==> src/rtl/contador_vedacao_pkg.sv <==
// Shared types and default constants for the cork/box counting stage.
package contador_vedacao_pkg;

  // Box-filling state: counting bottles, or full and waiting for removal.
  typedef enum logic {
    NORMAL = 1'b0,
    CHEIA  = 1'b1
  } estado_t;

  localparam int MAX_ROLHAS    = 100;
  localparam int LOTE_ROLHAS   = 15;
  localparam int DUZIA         = 12;
  localparam int LIMIAR_ALARME = 5;
  localparam int W_ROLHAS      = 7;

endpackage

==> src/rtl/contador_vedacao_detector_borda.sv <==
// Rising-edge detector: one pulse per high level of the input, in the same
// cycle as the rise.
module detector_borda (
  input  logic clk,
  input  logic reset,
  input  logic d,
  output logic borda
);

  logic atraso_q;
  logic atraso_d;

  // Next value of the delayed copy is simply the current input.
  always_comb begin
    atraso_d = d;
  end

  // Delay register, cleared asynchronously by the active-low reset.
  always_ff @(posedge clk or negedge reset) begin
    if (!reset) begin
      atraso_q <= 1'b0;
    end else begin
      atraso_q <= atraso_d;
    end
  end

  assign borda = d & ~atraso_q;

endmodule

==> src/rtl/contador_vedacao.sv <==
// Cork magazine stock and bottles-per-box counter downstream of the sealing
// controller; grants RO (permission to seal) from registered state only.
module contador_vedacao
  import contador_vedacao_pkg::*;
#(
  parameter int MAX_ROLHAS    = contador_vedacao_pkg::MAX_ROLHAS,
  parameter int LOTE_ROLHAS   = contador_vedacao_pkg::LOTE_ROLHAS,
  parameter int DUZIA         = contador_vedacao_pkg::DUZIA,
  parameter int LIMIAR_ALARME = contador_vedacao_pkg::LIMIAR_ALARME,
  parameter int W_ROLHAS      = contador_vedacao_pkg::W_ROLHAS
) (
  input  logic                clk,
  input  logic                reset,
  input  logic                GP,
  input  logic                ADD,
  input  logic                RETIRA,
  output logic                RO,
  output logic [W_ROLHAS-1:0] ROLHAS,
  output logic [3:0]          GARRAFAS,
  output logic                CAIXA_CHEIA,
  output logic                ALARME,
  output logic                ERRO
);

  // Stock arithmetic runs one bit wider so reload never wraps before the clamp.
  localparam logic [W_ROLHAS:0]   LOTE_EXT  = (W_ROLHAS+1)'(LOTE_ROLHAS);
  localparam logic [W_ROLHAS:0]   MAX_EXT   = (W_ROLHAS+1)'(MAX_ROLHAS);
  localparam logic [W_ROLHAS-1:0] MAX_W     = W_ROLHAS'(MAX_ROLHAS);
  localparam logic [W_ROLHAS-1:0] LIMIAR_W  = W_ROLHAS'(LIMIAR_ALARME);
  localparam logic [3:0]          DUZIA_W   = 4'(DUZIA);
  localparam logic [W_ROLHAS:0]   UM_EXT    = (W_ROLHAS+1)'(1);
  localparam logic [W_ROLHAS:0]   ZERO_EXT  = (W_ROLHAS+1)'(0);
  localparam logic [W_ROLHAS-1:0] ZERO_W    = W_ROLHAS'(0);

  estado_t               estado_q, estado_d;
  logic [W_ROLHAS-1:0]   rolhas_q, rolhas_d;
  logic [3:0]            garrafas_q, garrafas_d;
  logic                  erro_q, erro_d;

  logic                  ev_gp_s, ev_add_s, ev_retira_s;
  logic [W_ROLHAS:0]     soma_s, liquido_s;

  detector_borda u_borda_gp (
    .clk   (clk),
    .reset (reset),
    .d     (GP),
    .borda (ev_gp_s)
  );

  detector_borda u_borda_add (
    .clk   (clk),
    .reset (reset),
    .d     (ADD),
    .borda (ev_add_s)
  );

  detector_borda u_borda_retira (
    .clk   (clk),
    .reset (reset),
    .d     (RETIRA),
    .borda (ev_retira_s)
  );

  // Stock update: reload first, then the seal consumes a cork if any is
  // available (a cork arriving with a same-cycle reload counts as available),
  // then clamp to the magazine capacity. A seal with nothing to consume flags ERRO.
  always_comb begin
    erro_d    = erro_q;
    soma_s    = {1'b0, rolhas_q};
    liquido_s = soma_s;
    if (ev_add_s) begin
      soma_s = {1'b0, rolhas_q} + LOTE_EXT;
    end else begin
      soma_s = {1'b0, rolhas_q};
    end
    if (ev_gp_s) begin
      if (soma_s != ZERO_EXT) begin
        liquido_s = soma_s - UM_EXT;
      end else begin
        liquido_s = soma_s;
        erro_d    = 1'b1;
      end
    end else begin
      liquido_s = soma_s;
    end
    if (liquido_s > MAX_EXT) begin
      rolhas_d = MAX_W;
    end else begin
      rolhas_d = liquido_s[W_ROLHAS-1:0];
    end
  end

  // Box FSM: count seals while NORMAL, hold at DUZIA in CHEIA until removal.
  always_comb begin
    estado_d   = estado_q;
    garrafas_d = garrafas_q;
    case (estado_q)
      NORMAL: begin
        if (ev_gp_s) begin
          garrafas_d = garrafas_q + 4'd1;
          if ((garrafas_q + 4'd1) == DUZIA_W) begin
            estado_d = CHEIA;
          end else begin
            estado_d = NORMAL;
          end
        end else begin
          estado_d = NORMAL;
        end
      end
      CHEIA: begin
        if (ev_retira_s) begin
          garrafas_d = 4'd0;
          estado_d   = NORMAL;
        end else begin
          estado_d   = CHEIA;
        end
      end
      default: begin
        estado_d   = NORMAL;
        garrafas_d = 4'd0;
      end
    endcase
  end

  // State and counter registers, cleared asynchronously by reset.
  always_ff @(posedge clk or negedge reset) begin
    if (!reset) begin
      estado_q   <= NORMAL;
      rolhas_q   <= ZERO_W;
      garrafas_q <= 4'd0;
      erro_q     <= 1'b0;
    end else begin
      estado_q   <= estado_d;
      rolhas_q   <= rolhas_d;
      garrafas_q <= garrafas_d;
      erro_q     <= erro_d;
    end
  end

  assign RO          = (rolhas_q != ZERO_W) && (estado_q == NORMAL);
  assign ROLHAS      = rolhas_q;
  assign GARRAFAS    = garrafas_q;
  assign CAIXA_CHEIA = (estado_q == CHEIA);
  assign ALARME      = (rolhas_q <= LIMIAR_W);
  assign ERRO        = erro_q;

endmodule

==> config.mk <==
export PLATFORM = sky130hd
export DESIGN_NAME = contador_vedacao
export DESIGN_NICKNAME = d
export VERILOG_FILES = /design/src/rtl/contador_vedacao_pkg.sv /design/src/rtl/contador_vedacao_detector_borda.sv /design/src/rtl/contador_vedacao.sv
export SDC_FILE = /design/constraint.sdc
export NUM_CORES = 1
export LEC_CHECK = 0
export BUFFER_PORTS_ARGS = -buffer_cell sky130_fd_sc_hd__buf_2
export CORE_UTILIZATION = 57
export CTS_BUF_LIST = sky130_fd_sc_hd__clkbuf_8 sky130_fd_sc_hd__clkbuf_16
export CTS_CLUSTER_SIZE = 25
export DETAILED_ROUTE_END_ITERATION = 12
export GPL_TIMING_DRIVEN = 0
export PLACE_DENSITY = 0.79
export SYNTH_ARGS = -nofsm -noshare
export SYNTH_HDL_FRONTEND = slang
export SYNTH_HIERARCHICAL = 1
export SYNTH_SLANG_ARGS = --single-unit
==> constraint.sdc <==
create_clock -name clk -period 3.2 [get_ports clk]
set_input_delay 0.16 -clock clk [delete_from_list [all_inputs] [get_ports clk]]
set_output_delay 0.16 -clock clk [all_outputs]
set_load 0.01 [all_outputs]
# == After elaboration in Yosys (flattened, before gate mapping) ==
# Index checks and enable logic that the tools add are counted.
# classes
bitwise_logic,8
addsub,3
eq_ne,3
n_reduce_logical,5
magnitude_cmp,2
muxes,11
# op_table
op,n
$mux W8,3
$add A7 B4 Y8 const B,1
$gt A8 B7 Y1 const B,1
$mux W4,2
$pmux W4 S2,1
$reduce_bool A8 Y1,1
$sub A8 B1 Y8 const B,1
$le A7 B3 Y1 const B,1
$mux W7,1
$reduce_bool A7 Y1,1
$not A1 Y1,5
$add A4 B1 Y4 const B,1
$eq A4 B4 Y1 const B,1
$reduce_and A2 Y1,2
$and A1 B1 Y1,3
$mux W1,3
$ne A2 B1 Y1 const B,1
$ne A2 B2 Y1 const B,1
$pmux W1 S2,1
$logic_and A1 B1 Y1,1
# word_totals
input_bits,5
out_inout_bits,15
register_bits,16

# == Logic depth before layout (Yosys ltp) ==
# Gate-level depths: netlist (run 1).
# logic_depth
word_depth,8
depth_mapped,11
ltp_nobuf,10

# == Modules after synthesis ==
# Netlist (run 1), hierarchy kept.
# modules_own_cells
mod,instances,area_per_inst_um2,cells_each,seq_area_each_um2
contador_vedacao,1,1336.3,143,325.3
detector_borda,3,38.8,2,25.0

# == Least setup slack after synthesis (run 1) ==
# Ideal clock, no wire load.
# synth_timing
path_kind,reg-to-reg
start,"register rolhas_q[1], in the netlist ROLHAS[1]"
end,"register rolhas_q[0], in the netlist ROLHAS[0]"
stages_incl_launch_ff,11
t_arrival_ns,2.469
path_slack_ns,0.592
period_less_slack_ns,2.608
required_time_ns,3.061
setup_time_ns,0.139
path_cell_list,dfrtp_1 -> inv_1 -> ha_1 -> mux2_2 -> ha_1 -> nand2_1 -> and4bb_2 -> o21ai_2 -> nor2_1 -> o41ai_4 -> a211oi_1
# synth_via
elab_chain_cells,7
# synth_lines
element,line_no,text
start: declaration,contador_vedacao.sv:36,"logic [W_ROLHAS-1:0] rolhas_q, rolhas_d;"
start signal: assignment,contador_vedacao.sv:134,rolhas_q <= rolhas_d;
$add A7 B4 Y8,contador_vedacao.sv:72,"soma_s = {1'b0, rolhas_q} + LOTE_EXT;"
$mux W8 (*),contador_vedacao.sv:71,if (ev_add_s) begin
$sub A8 B1 Y8 / $reduce_bool A8 Y1 (equally long branches),"contador_vedacao.sv:78, contador_vedacao.sv:77",
$mux W8,contador_vedacao.sv:77,if (soma_s != ZERO_EXT) begin
$mux W8 (*),contador_vedacao.sv:76,if (ev_gp_s) begin
$gt A8 B7 Y1,contador_vedacao.sv:86,if (liquido_s > MAX_EXT) begin
$mux W7 (*),contador_vedacao.sv:86,
named net rolhas_d[0],contador_vedacao.sv:36,
# Mark *: on every way through the listed nets, which the timed path passes. The rest lies on a longest branch.
# A chain may end at the register's enable or synchronous reset.

# == Final worst setup path (run 1) ==
# layout_timing
start,"register rolhas_q[1], in the netlist ROLHAS[1]"
end,"register rolhas_q[3], in the netlist ROLHAS[3]"
# The elaborated chain is that of the path after synthesis.

==> flow_summary.toml, run 1 <==
[clock_network]
cts_root_buf = "clkbuf_8"
htreeDepth = 1
cts.path.max_buffers = 2
cts_buffers = 3
cts_num_sinks = 16
tritoncts = "built"
clk_latency_ns = 0.26
postCtsResizedCells = 0
cts.reportedPaths.clkPinSlew_ns = 0.06

[worst_setup_path]
rr_worst_depth = 10
cp_num_buf_inv = 1
path_cells = "inv_1, ha_1, mux2_2, ha_1, nand2_1, and4bb_2, o21ai_2, nor2_1, o41ai_4, a211oi_1"
cp.arrival_ns = 3.02
cp_slowest_cell = "dfrtp_1"
start_kind = "flop"
crit_top_cell = "ha_1"
crit_end = "ROLHAS[3]"
cp-end-kind = "flop"
critPathTopFamily = "compound AO/OA/AOI/OAI gates"
reg2reg_to = "ROLHAS[3]"
reg2reg_from = "ROLHAS[1]"
critical_path_required_ns = 3.32
crit_fanout = 6
max_stage_delay_ns = 0.51
critPathKind = "reg2reg"
cp.depth = 10
startpoint = "ROLHAS[1]"
rrSetupSlack_ns = 0.30

[power]
seqPwrFrac = 0.253
power_density_nw_per_um2 = 939
p_leak_nw = 0.676
power_frac_clock = 0.119
power_switching_mw = 0.744
p_int_mw = 0.803
vdd_ir_drop_max_v = 0.000645
pwr-share-comb = 0.628
sw_frac_of_total = 0.481

[cells_and_area]
drive_gt1_frac = 0.306
regArea_sq_um = 400
syn_to_final_growth_pct = 13.4
multi_input_comb_area_sq_um = 992
fin_nets = 185
fillCellCount = 178
diodes = 0

[grt]
overflow = 0
grt_max_degree = 17
grt_pass1_wl_mm = 5.04
grt_usage = 0.257
antenna_found_initial = 0
grt_pass1_vias = 1115

[placement]
port-buffer-count = 19
gp_congestion = 0.881
dp.final_hpwl_mm = 2.47

[floorplan]
start_util = 0.632
die_width_um = 52.5
rows = 17
core_sq_um = 2300
io_pins = 20
dieArea_sq_um = 2750
fp.dieH_um = 52.5

[logic_synthesis]
synth_area_sq_um = 1450
synth_seq_cells = 16
synth.distinct_cells = 53
synth_fp_nets = 160
synth_seq_area_share = 0.276
yosys_warnings = 6
synth_cells = 149
syn_area_per_cell_sq_um = 9.75

[sta]
post-route-min-period_ns = 2.90
max_slew.worst_pin.slew_ns = 0.598
hold_slack_ns = 0.0252
final_max_slew_viol_count = 0
relSlewSlack = 0.598
final-hold-violation-count = 0
clock_skew_ns = 0.00438
max_freq_ghz = 0.345
finalSetupTns_ns = 0
setup_violations = 0
grt_setup_unrepaired = "no"
min_period_over_period = 0.907

[route]
vias_per_cell = 6.16
wl_mm = 3.17
wl_met3_um = 203
postRouteAntennaNets = 0
drc = 0
drt-met1-wl_mm = 1.43
first_pass_iters = 4
avgRoutedWirePerCell_um = 15.8
vias = 1239
wl_met2_mm = 1.45
highest_layer = "met4"
first_iter_violations = 53

[run]
cap_viol_max_count = 0

[status]
status = "completed"

[worst_hold_path]
hold_class = "in2reg"
==> power groups by stage <==
stage	combinational (mW)	sequential (mW)	clock, mW
detailed placement	0.958	0.391	0
global placement	0.932	0.385	0
finish	0.972	0.391	0.184
floorplan	0.692	0.412	0
CTS	0.966	0.388	0.189
global route	1.06	0.403	0.194
==> cells in the final DEF (no fill, tap or decap), drive strengths merged, types with 5 or more instances in the layout <==
cell / count
nor3: 7
dfrtp: 16
ha: 6
nor2: 9
nor4: 6
o211ai: 6
xnor2: 6
clkbuf: 6
o21ai: 10
buf: 23
nand2: 16
a21oi: 5
==> flip-flops by register name, summed over array words and instances (netlist names) <==
signal and cells:
u_borda_add/atraso_q 1, u_borda_retira/atraso_q 1, ERRO 1, ROLHAS 7, u_borda_gp/atraso_q 1, CAIXA_CHEIA 1
GARRAFAS 4
==> worst min path at each step <==
| stage | from | endpoint | slack (ns) | cells after the start |
|---|---|---|---|---|
| detailed placement | reset | GARRAFAS[1] | 0.1 | 1 |
| global route | GP | u_borda_gp/atraso_q | 0.02 | 1 |
| global placement | reset | GARRAFAS[2] | 0.09 | 1 |
| CTS | RETIRA | u_borda_retira/atraso_q | 0.02 | 1 |
| floorplan | reset | CAIXA_CHEIA | -0.14 | 0 |
| finish | RETIRA | u_borda_retira/atraso_q | 0.03 | 1 |
==> logic make-up after synthesis <==
group,after synthesis,share of synthesized area
adder cells (fa/ha/maj),6,0.0517
buffers and inverters,8,0.0413
multiplexers,5,0.0370
XOR/XNOR,10,0.0655
flip-flops,16,0.276
AO/OA/AOI/OAI,40,0.224
AND/OR/NAND/NOR,64,0.305
==> through the flow <==
| stage | instance area [sq um] | std cells | utilization | total power, mW | setup WS (ns) |
|---|---|---|---|---|---|
| finish | 1650 | 201 | 0.717 | 1.55 | 0.299 |
| global route | 1650 | 201 | 0.717 | 1.66 | 0.180 |
| CTS | 1650 | 201 | 0.717 | 1.54 | 0.356 |
| detailed placement | 1580 | 196 | 0.689 | 1.35 | 0.365 |
| global placement | 1580 | 196 | 0.689 | 1.32 | 0.403 |
| floorplan | 1450 | 149 | - | 1.10 | 0.592 |
==> Yosys cell counts, drive strengths merged <==
master	number	area [sq um]
a21o	3	22.5
a31oi	3	18.8
nor2b	4	47.6
ha	6	75.1
and3	3	21.3
o2111ai	1	8.76
mux2i	2	20.0
nand2	16	60.1
o211a	1	10.0
buf	4	45.0
nand4bb	1	11.3
nor4	6	73.8
inv	2	7.51
dfrtp	16	400
or3	2	13.8
or3b	1	8.76
nor4b	1	23.8
a21oi	5	36.3
o22ai	2	12.5
a211o	1	8.76
o21ai	10	53.8
o21a	2	15.0
nand2b	4	25.0
nor2	9	33.8
xor2	4	42.6
o41ai	1	27.5
nand3	4	20.0
o211ai	6	58.8
nor3b	1	18.8
a21boi	1	11.3
xnor2	6	52.6
clkbuf	2	7.51
nand4	2	18.8
mux2	3	33.8
and2	2	13.8
and4bb	1	12.5
nor3	7	40.0
a211oi	3	22.5
o21bai	1	18.8
==> worst reg2reg max path, delay by kind of cell (launching register included) <==
family | cells | cell delay, ns
flip-flops | 1 | 0.51
multiplexers | 1 | 0.30
AND/OR/NAND/NOR | 3 | 0.47
AO/OA/AOI/OAI | 3 | 0.76
adder cells (fa/ha/maj) | 2 | 0.58
buffers and inverters | 1 | 0.15
==> layer usage <==
layer	vias to the layer above	GRT usage
met3	13	0.0348
met5	-	0
met2	53	0.407
li1	596	-
met4	0	0.127
met1	577	0.339
==> area by class of cell <==
class | instances | share of cell area
tap | 28 | 0.0213
sequential | 16 | 0.243
inverter | 2 | 0.00456
timing repair buffer | 20 | 0.0638
multi-input combinational | 125 | 0.602
buffer | 6 | 0.0319
clock buffer | 4 | 0.0334
==> timing repair <==
action / 4_1_cts / 5_1_grt
hold buffers: 1 / 0
hold endpoints to repair: 16 / 0
setup endpoints to repair: 0 / 0
setup buffers: 0 / 0
Power figures use the tool's default switching activity.
==> inputs of run 2 (changes only) <==
--- a/config.mk
+++ b/config.mk
@@ -7,10 +7,11 @@
 export LEC_CHECK = 0
 export BUFFER_PORTS_ARGS = -buffer_cell sky130_fd_sc_hd__buf_2
 export CORE_UTILIZATION = 57
-export CTS_BUF_LIST = sky130_fd_sc_hd__clkbuf_8 sky130_fd_sc_hd__clkbuf_16
+export CTS_BUF_LIST = sky130_fd_sc_hd__clkbuf_4
 export CTS_CLUSTER_SIZE = 25
 export DETAILED_ROUTE_END_ITERATION = 12
 export GPL_TIMING_DRIVEN = 0
+export HOLD_SLACK_MARGIN = 0.12
 export PLACE_DENSITY = 0.79
 export SYNTH_ARGS = -nofsm -noshare
 export SYNTH_HDL_FRONTEND = slang
==> flow_summary.toml, run 2 (same netlist as run 1, synthesis figures left out) <==
[power]
p_leak_nw = 0.675
power_switching_mw = 0.746
power_density_nw_per_um2 = 902
vdd_ir_drop_max_v = 0.000597
seqPwrFrac = 0.262
power_mw = 1.49
power_frac_clock = 0.080
p_int_mw = 0.741
sw_frac_of_total = 0.502
pwr-share-comb = 0.658

[route]
first_iter_violations = 43
drc = 0
postRouteAntennaNets = 0
vias = 1230
vias_per_cell = 6.03
avgRoutedWirePerCell_um = 15.9
first_pass_iters = 4
wl_mm = 3.25

[floorplan]
start_util = 0.632
core_sq_um = 2300
fp.dieH_um = 52.5
dieArea_sq_um = 2750
io_pins = 20
die_width_um = 52.5
rows = 17

[placement]
place_inst = 196
place_area_sq_um = 1580
port-buffer-count = 19
place_ws_ns = 0.365
gp_congestion = 0.881
dp.final_hpwl_mm = 2.47

[clock_network]
htreeDepth = 1
cts_num_sinks = 16
cts.reportedPaths.clkPinSlew_ns = 0.10
cts-hold-fix-buffers = 4
tritoncts = "built"
postCtsResizedCells = 0
clk_latency_ns = 0.30
cts.path.max_buffers = 2
cts_root_buf = "clkbuf_4"
post_cts.repair.setup_buffers = 0
cts_buffers = 3

[cells_and_area]
multi_input_comb_area_sq_um = 992
largest_reg_flops = 7
final_common_cell = "buf_2"
diodes = 0
utilization = 0.718
regArea_sq_um = 400
fin_cells = 204
fin_nets = 188
final_cell_mix = "19 x buf_2, 16 x dfrtp_1, 16 x nand2_1, 9 x nor2_1, 8 x o21ai_0"
fillCellCount = 178
syn_to_final_growth_pct = 13.5
drive_gt1_frac = 0.295
final_area_sq_um = 1650

[worst_setup_path]
reg2reg_from = "ROLHAS[1]"
start_kind = "flop"
critPathKind = "reg2reg"
critical_path_required_ns = 3.37
rr_worst_depth = 10
cp-end-kind = "flop"
rrSetupSlack_ns = 0.30
reg2reg_to = "ROLHAS[3]"
cp.arrival_ns = 3.07
crit_fanout = 6

[sta]
max_slew.worst_pin.slew_ns = 0.618
final_max_slew_viol_count = 0
layout_setup_ws_ns = 0.299
clock_skew_ns = 0.00571
final-hold-violation-count = 0
max_freq_ghz = 0.345
setup_violations = 0
post-route-min-period_ns = 2.90
relSlewSlack = 0.584
grt_setup_unrepaired = "no"
hold_slack_ns = 0.310
finalSetupTns_ns = 0
min_period_over_period = 0.907

[status]
status = "completed"

[grt]
grt_usage = 0.257
grtUsageMet1 = 0.348
antenna_found_initial = 0
grt_pass1_wl_mm = 5.14
grt_max_degree = 17
grt_pass1_vias = 1115
top_usage_layer = "met2"
overflow = 0
use_met2 = 0.422
use_met3 = 0.0319

[worst_hold_path]
hold_class = "in2async"

[run]
cap_viol_max_count = 0
run 2: cell count changes in the layout (fill, tap and decap cells not counted):
cell and delta:
clkinv_1 +1, dlygate4sd3_1 +3, clkbuf_4 +3, clkbuf_8 -4
run 2: metal layers:
metal	up-vias	share of wire
met5	-	0
met2	40	0.48
met1	580	0.46
met4	0	0.013
met3	5	0.045
li1	605	-
run 2: worst max-delay path, cell delays in order (launching register included):
cell and delay, ns:
dfrtp_1 0.52, inv_1 0.14, ha_1 0.30, mux2_2 0.30, ha_1 0.26, nand2_1 0.07
and4bb_2 0.27, o21ai_2 0.18, nor2_1 0.13, o41ai_4 0.45, a211oi_1 0.14
run 2: how the worst max path moves through the flow:
stage	startpoint	endpoint	slack, ns	cells past startpoint
floorplan	ROLHAS[1]	ROLHAS[0]	0.59	10
global placement	ROLHAS[1]	ROLHAS[3]	0.40	10
detailed placement	ROLHAS[1]	ROLHAS[3]	0.36	10
CTS	ROLHAS[1]	ROLHAS[3]	0.36	10
global route	ROLHAS[1]	ROLHAS[3]	0.16	10
finish	ROLHAS[1]	ROLHAS[3]	0.30	10
run 2: area by class of cell:
cell class              count  area share
well taps                  28      0.0212
plain buffers               6      0.0319
clock buffers               3      0.0137
flip-flops and latches     16       0.243
multi-input cells         125       0.602
repair buffers             23      0.0819
inverters                   2     0.00455
clock inverters             1     0.00228
run 2: power by group through the flow:
| stage | Sequential (mW) | Clock, mW | Combinational, mW |
|---|---|---|---|
| 5_1_grt | 0.403 | 0.128 | 1.06 |
| 3_5_place_dp | 0.391 | 0 | 0.958 |
| 3_3_place_gp | 0.385 | 0 | 0.932 |
| 2_1_floorplan | 0.412 | 0 | 0.692 |
| 4_1_cts | 0.387 | 0.121 | 0.968 |
| 6_report | 0.390 | 0.118 | 0.979 |
